## config.mk

```make
export PLATFORM = sky130hd
export DESIGN_NAME = fp_normalize_round
export DESIGN_NICKNAME = d
export VERILOG_FILES = /design/src/rtl/fp_pkg.sv /design/src/rtl/fp_round_rne.sv /design/src/rtl/fp_normalize_round.sv
export SDC_FILE = /design/constraint.sdc
export NUM_CORES = 1
export LEC_CHECK = 0
export ABC_AREA = 1
export ABC_CLOCK_PERIOD_IN_PS = 4200
export CORE_UTILIZATION = 35
export DETAILED_ROUTE_END_ITERATION = 8
export SLEW_MARGIN = 20
export SYNTH_ARGS = -nofsm -noshare
export SYNTH_HDL_FRONTEND = slang
export SYNTH_SLANG_ARGS = --single-unit
```

## constraint.sdc

```tcl
create_clock -name clk -period 4.2 [get_ports clk]
set_clock_uncertainty 0.15 [all_clocks]
set_input_delay 0.84 -clock clk [delete_from_list [all_inputs] [get_ports clk]]
set_output_delay 0.84 -clock clk [all_outputs]
set_load 0.02 [all_outputs]
```

## src/rtl/fp_pkg.sv

```systemverilog
// Shared constants for the normalise/round pipeline: default widths,
// mantissa bit positions, the exponent ceiling and the flag layout.
package fp_pkg;

  localparam int MAN_W_DEF = 28;
  localparam int EXP_W_DEF = 8;
  localparam int CNT_W_DEF = 5;

  // Bit positions inside the unnormalised mantissa
  localparam int CARRY  = 27;
  localparam int HIDDEN = 26;
  localparam int GUARD  = 2;
  localparam int ROUND  = 1;
  localparam int STICKY = 0;

  // First biased exponent that no longer fits a finite single
  localparam int EXP_MAX = 255;

  // Flag vector layout {overflow, underflow, inexact}
  localparam int FLAG_OVF = 2;
  localparam int FLAG_UNF = 1;
  localparam int FLAG_INX = 0;

  typedef struct packed {
    logic ovf;
    logic unf;
    logic inx;
  } flags_t;

endpackage

```

## src/rtl/fp_round_rne.sv

```systemverilog
// Round-to-nearest-even and IEEE single packing (combinational, stage 2).
// Takes a normalised mantissa (hidden bit at HIDDEN) and a signed exponent.
// Build option FP_NORM_SUBNORMAL_EN: when defined, tiny results are
// denormalised and rounded; otherwise they flush to a signed zero.
module fp_round_rne
  import fp_pkg::*;
#(
  parameter int MAN_W = MAN_W_DEF,
  parameter int EXP_W = EXP_W_DEF
) (
  input  logic                    sign_i,
  input  logic                    zero_i,
  input  logic [MAN_W-1:0]        man_i,
  input  logic signed [EXP_W+1:0] exp_i,
  output logic [31:0]             result_o,
  output flags_t                  flags_o
);

  localparam logic signed [EXP_W+1:0] EXP_MAX_S = (EXP_W+2)'(EXP_MAX);

  logic                    tiny;
  logic [MAN_W-1:0]        man_a;
  logic                    lsb, grd, rnd, stk, inc, inexact;
  logic [24:0]             sum;
  logic signed [EXP_W+1:0] exp_r;
  logic                    unused;

  // Exponent at or below zero cannot be represented as a normal number
  assign tiny = exp_i[EXP_W+1] | (exp_i == '0);

`ifdef FP_NORM_SUBNORMAL_EN
  logic [EXP_W+1:0] shamt;
  logic [MAN_W-1:0] lost_mask;

  // Denormalise: shift right by 1-exp, folding every lost bit into sticky
  always_comb begin
    shamt     = '0;
    lost_mask = '0;
    man_a     = man_i;
    if (tiny) begin
      shamt     = {{(EXP_W+1){1'b0}}, 1'b1} - $unsigned(exp_i);
      lost_mask = ~({MAN_W{1'b1}} << shamt);
      man_a     = (man_i >> shamt) | {{(MAN_W-1){1'b0}}, |(man_i & lost_mask)};
    end
  end
`else
  assign man_a = man_i;
`endif

  assign lsb     = man_a[GUARD+1];
  assign grd     = man_a[GUARD];
  assign rnd     = man_a[ROUND];
  assign stk     = man_a[STICKY];
  assign inc     = grd & (rnd | stk | lsb);
  assign inexact = grd | rnd | stk;
  assign sum     = {1'b0, man_a[HIDDEN:GUARD+1]} + {24'b0, inc};
  // A carry out of the hidden bit bumps the exponent; fraction becomes zero
  assign exp_r   = exp_i + $signed({{(EXP_W+1){1'b0}}, sum[24]});

  // Carry bit is always clear after normalisation; sum[23] is the hidden bit
  assign unused  = ^{man_a[CARRY], sum[23]};

  // Select zero / tiny / overflow / normal packing
  always_comb begin
    result_o = {sign_i, 31'b0};
    flags_o  = '0;
    if (zero_i) begin
      result_o = {sign_i, 31'b0};
    end else if (tiny) begin
`ifdef FP_NORM_SUBNORMAL_EN
      // Rounding up into bit 23 naturally yields exponent field 1
      result_o    = {sign_i, 7'b0, sum[23:0]};
      flags_o.unf = inexact;
      flags_o.inx = inexact;
`else
      flags_o.unf = 1'b1;
      flags_o.inx = 1'b1;
`endif
    end else if (exp_r >= EXP_MAX_S) begin
      result_o    = {sign_i, 8'hFF, 23'b0};
      flags_o.ovf = 1'b1;
      flags_o.inx = 1'b1;
    end else begin
      result_o    = {sign_i, exp_r[7:0], sum[24] ? 23'b0 : sum[22:0]};
      flags_o.inx = inexact;
    end
  end

endmodule

```

## src/rtl/fp_normalize_round.sv

```systemverilog
// Two-stage normalise / round-and-pack pipeline producing IEEE singles.
// S1 normalises using the supplied leading-zero count, S2 rounds (RNE)
// and packs. A single advance signal stalls the whole pipe on backpressure.
// Build option FP_NORM_SUBNORMAL_EN selects gradual underflow in S2.
module fp_normalize_round
  import fp_pkg::*;
#(
  parameter int MAN_W = MAN_W_DEF,
  parameter int CNT_W = CNT_W_DEF,
  parameter int EXP_W = EXP_W_DEF
) (
  input  logic             clk,
  input  logic             rst,
  input  logic             in_valid,
  output logic             in_ready,
  input  logic             in_sign,
  input  logic [EXP_W-1:0] in_exp,
  input  logic [MAN_W-1:0] in_man,
  input  logic [CNT_W-1:0] in_lz,
  input  logic             in_zero,
  output logic             out_valid,
  input  logic             out_ready,
  output logic [31:0]      out_result,
  output logic [2:0]       out_flags
);

  localparam int XW = EXP_W + 2;

  logic             advance;
  logic [1:0]       vld_pipe_q;     // [0] S1 holds an operand, [1] output valid
  logic [CNT_W-1:0] lz_m1;
  logic [MAN_W-1:0] s1_man_d, s1_man_q;
  logic [XW-1:0]    s1_exp_d, s1_exp_q;
  logic             s1_sign_q, s1_zero_q;
  logic [31:0]      rnd_result;
  flags_t           rnd_flags;
  logic [31:0]      out_result_q;
  logic [2:0]       out_flags_q;

  assign advance    = !vld_pipe_q[1] || out_ready;
  assign in_ready   = advance;
  assign out_valid  = vld_pipe_q[1];
  assign out_result = out_result_q;
  assign out_flags  = out_flags_q;

  assign lz_m1 = in_lz - {{(CNT_W-1){1'b0}}, 1'b1};

  // S1 normalise: lz==0 means the carry bit is set, so shift right one
  always_comb begin
    s1_man_d = in_man << lz_m1;
    s1_exp_d = {2'b00, in_exp} - {{(XW-CNT_W){1'b0}}, lz_m1};
    if (in_lz == '0) begin
      s1_man_d = {1'b0, in_man[MAN_W-1:2], in_man[1] | in_man[0]};
      s1_exp_d = {2'b00, in_exp} + {{(XW-1){1'b0}}, 1'b1};
    end
  end

  // Stage valid bits; reset drops anything in flight
  always_ff @(posedge clk) begin
    if (rst)          vld_pipe_q <= '0;
    else if (advance) vld_pipe_q <= {vld_pipe_q[0], in_valid};
  end

  // S1 payload registers
  always_ff @(posedge clk) begin
    if (advance && in_valid) begin
      s1_man_q  <= s1_man_d;
      s1_exp_q  <= s1_exp_d;
      s1_sign_q <= in_sign;
      s1_zero_q <= in_zero;
    end
  end

  fp_round_rne #(
    .MAN_W (MAN_W),
    .EXP_W (EXP_W)
  ) u_round (
    .sign_i   (s1_sign_q),
    .zero_i   (s1_zero_q),
    .man_i    (s1_man_q),
    .exp_i    ($signed(s1_exp_q)),
    .result_o (rnd_result),
    .flags_o  (rnd_flags)
  );

  // S2 output registers, loaded only from a valid S1 operand
  always_ff @(posedge clk) begin
    if (rst) begin
      out_result_q <= '0;
      out_flags_q  <= '0;
    end else if (advance && vld_pipe_q[0]) begin
      out_result_q <= rnd_result;
      out_flags_q  <= rnd_flags;
    end
  end

endmodule

```

==> metrics.md <==
| Metric | Value |
|---|---|
| Status | complete, no violations |
| Skew-Pair Late Insertion Delay | 0.33 ns |
| CTS HTree Levels | 3 |
| All-layer global routing usage | 17.3% |
| Main synth FF type | edfxtp_1 |
| # setup viols final | 0 |
| Mapped Area | 5460 um2 |
| Crit path DAT | 3.67 ns |
| Asr flop ratio synth | 0% |
| Hold Crit Depth | 2 |
| Area growth, synth to finish | 21.9% |
| IO Pins | 84 |
| Seq/Total Area, Yosys | 35.0% |
| Slew Limit Headroom | 56.9% |
| Most frequent cell on the critical path | nand2_1 |
| First-pass GRT wire length | 22300 um |
| Post-synth EDFFs | 39 |
| Met3 usage | 2.19% |
| Period utilisation layout | 86.2% |
| Num CTS Buffers | 9 |
| Post-route ant nets | 0 |
| Hold endpoint | out_result[12] |
| Crit path max fanout | 24 |
| Hold path start | out_result[12] |
| Period minus WS final | 3.62 ns |
| Unrepaired setup endpoints after global routing | no |
| Initial DRT Pass Iterations | 5 |
| Measured slew at the worst slew-check pin | 0.646 ns |
| Vias in the first global route | 4658 |
| Hold bufs inserted after CTS | 0 |
| Initial Util | 35.9% |
| Synth Warn # | 0 |
| Met1 usage | 24.8% |
| Setup crit end kind | register |
| # Post-CTS Setup Buffers | 0 |
| GRT Max-Usage Layer | met2 |
| Non-filler cells, final | 1041 |
| Reg2Reg Depth | 23 |
| Post-Syn Area per Cell | 7.02 um2 |
| CP Buf/Inv Count | 1 |
| Initial antenna violation count | 0 |
| Multi-input gate area | 3090 um2 |
| WHS | 0.310 ns |
| Vias | 5054 |
| Total power draw | 0.00206 W |
| Post-DR wirelength/cell | 13.0 um |
| GR Util met2 | 26.7% |
| Die H | 127 um |
| Layout cells sized above 1 | 8.79% |
| Cell row count | 45 |
| Final hold vios | 0 |
| Hpwl dp | 10700 um |
| Seq cells post-synth | 76 |
| CP required | 4.25 ns |
| Overflow after GRT | 0 |
| Final Max Tran Viols | 0 |
| Die Width | 127 um |
| Critical path type | reg -> reg |
| Syn Nets | 836 |
| Total power divided by cell area | 309 nW/um2 |
| Worst Slack Setup Final | 0.582 ns |
| PortBufs | 83 |
| Family with the most delay on the worst path | simple AND/OR/NAND/NOR gates |
| Iter 0 DRT Violations | 326 |
| Die area | 16100 um2 |
| Syn Inst Count | 778 |
| Vias per std cell | 4.85 |
| Static Leak | 2.64 nW |
| Maxcap violations | 0 |
| # fillers | 1638 |
| Worst R2R End | out_result[14] |
| Slowest cell on the critical path | edfxtp_1 |
| CTS tree | yes |
| CTS resizes | 0 |
| CP max stage delay | 0.35 ns |
| Clock sinks | 76 |
| Slack of the worst reg-to-reg path | 0.58 ns |
| Layout Nets | 906 |
| Sequential cell area | 1910 um2 |
| Synth cell types | 45 |
| Largest net degree at the start of global routing | 43 |
| Cell Chain, Critical Path | nand2_1 -> inv_1 -> ha_1 -> nand3_2 -> nor2_4 -> and2_1 -> nand3_1 -> nor2_1 -> nand4_1 -> nor3_1 -> ha_1 -> ha_1 -> nand2_1 -> nor2_2 -> nand2_1 -> nand2_1 -> nand2_1 -> nor2_1 -> nand2_1 -> nand2_2 -> nand2_4 -> nand3b_1 -> a21oi_1 |
| Clock transition at path regs | 0.05 ns |
| Setup TNS | 0 ns |
| Routed WL | 13500 um |
| Clk buf depth | 2 |
| GP Congestion | 0.891 |
| Tightest Hold Check Type | reg -> reg |
| Reg2Reg Launch Point | s1_man_q[3] |
| Antenna cells | 0 |
| Core box area | 15200 um2 |
| Peak VDD IR | 0.140 mV |
| DP Worst Slack | 0.540 ns |
| Residual DRC count | 0 |
| Placed Cells | 1025 |
| Critical path startpoint category | register |
| CTS root buffer | clkbuf_16 |
| Fmax | 276 MHz |
==> Yosys cell counts (2+ instances only) <==
master    instances  area (um2)
inv_2             6        22.5
o22ai_1           5        31.3
inv_1            61         229
nand2_2           3        18.8
clkinv_2          2        10.0
or2_2             4        25.0
mux2i_1           9        90.1
nand3_1          58         290
ha_1             10         125
xnor2_1           8        70.1
nand2_1         236         886
nand3b_1          4        30.0
a31oi_1           7        43.8
a21oi_2           9        78.8
nor2_2            8        50.1
nand3_2          14         140
edfxtp_1         39        1170
o21ai_0          63         315
clkbuf_1         13        48.8
nand4_1           5        31.3
nor3_1            8        40.0
nor2_1           64         240
or2_1             2        12.5
a21oi_1          39         195
dfxtp_1          37         741
xor2_1           12         105
buf_2            14        70.1
nor2_4            2        22.5
o211ai_1         12        90.1
clkbuf_8          2        27.5
buf_6             2        22.5
o21ai_1           5        25.0
nand2_4           3        33.8
==> cells by family after synthesis <==
kind of cell	share of synthesized area, %
buf+inv	8.57
xor+xnor	3.51
compound gates	14.9
simple gates	33.7
flops	35.0
fa+ha+maj	2.66
mux	1.65
==> worst max-delay path by stage <==
stage | start | end | slack (ns) | depth (start not counted)
3_3_place_gp | s1_man_q[3] | out_result[14] | 0.64 | 23
6_report | s1_man_q[3] | out_result[14] | 0.58 | 23
3_5_place_dp | s1_man_q[3] | out_result[14] | 0.54 | 23
4_1_cts | s1_man_q[3] | out_result[14] | 0.52 | 23
5_1_grt | s1_man_q[3] | out_result[22] | 0.11 | 23
2_1_floorplan | in_lz[0] | s1_exp_q[5] | 0.75 | 14
==> metal layers <==
| metal | up-vias | share of wire (%) |
|---|---|---|
| met3 | 17 | 5.1 |
| met5 | - | 0 |
| met1 | 2184 | 51 |
| met2 | 132 | 42 |
| li1 | 2721 | - |
| met4 | 0 | 1.8 |
==> worst register-to-register path: stages (launching register included) <==
cell      delay, ns
edfxtp_1       0.35
nand2_1        0.08
inv_1          0.09
ha_1           0.20
nand3_2        0.16
nor2_4         0.16
and2_1         0.20
nand3_1        0.12
nor2_1         0.13
nand4_1        0.09
nor3_1         0.17
ha_1           0.24
ha_1           0.20
nand2_1        0.12
nor2_2         0.17
nand2_1        0.07
nand2_1        0.06
nand2_1        0.07
nor2_1         0.11
nand2_1        0.06
nand2_2        0.09
nand2_4        0.17
nand3b_1       0.16
a21oi_1        0.06
==> per-stage QoR <==
step	util [%]	area (um2)
2_1_floorplan	-	5460
3_3_place_gp	42.1	6400
3_5_place_dp	42.1	6400
4_1_cts	43.8	6660
5_1_grt	43.8	6660
6_report	43.8	6660
==> state kept, by name, summed over array words and instances (netlist names) <==
name / cells
out_flags: 3
out_result: 32
s1_exp_q: 10
s1_man_q: 27
s1_sign_q: 1
s1_zero_q: 1
vld_pipe_q: 2
==> cell usage in the layout (no fill, tap or decap), drive strengths merged, types with 12 or more instances in the layout <==
cell / Yosys / final
edfxtp: 39 / 39
nor2: 74 / 74
nand2: 242 / 242
a21oi: 48 / 48
dfxtp: 37 / 37
inv: 67 / 67
clkdlybuf4s50: 0 / 83
xor2: 13 / 13
o211ai: 12 / 12
clkbuf: 15 / 12
nand3: 72 / 72
o21ai: 69 / 69
==> final cells by class <==
class | instances | area share [%]
clock buffer | 12 | 3.55
clock inverter | 4 | 0.244
inverter | 69 | 3.93
multi-input combinational | 599 | 46.4
sequential | 76 | 28.7
tap | 188 | 3.53
timing repair buffer | 93 | 13.6
==> power breakdown <==
group / internal, W / total, W / leakage, nW / switching, W
sequential: 0.000847 / 0.000890 / 0.688 / 0.0000433
combinational: 0.000193 / 0.000507 / 1.83 / 0.000314
clock: 0.000392 / 0.000659 / 0.123 / 0.000267
total: 0.00143 / 0.00206 / 2.64 / 0.000624
(Power assumes the default switching activity.)
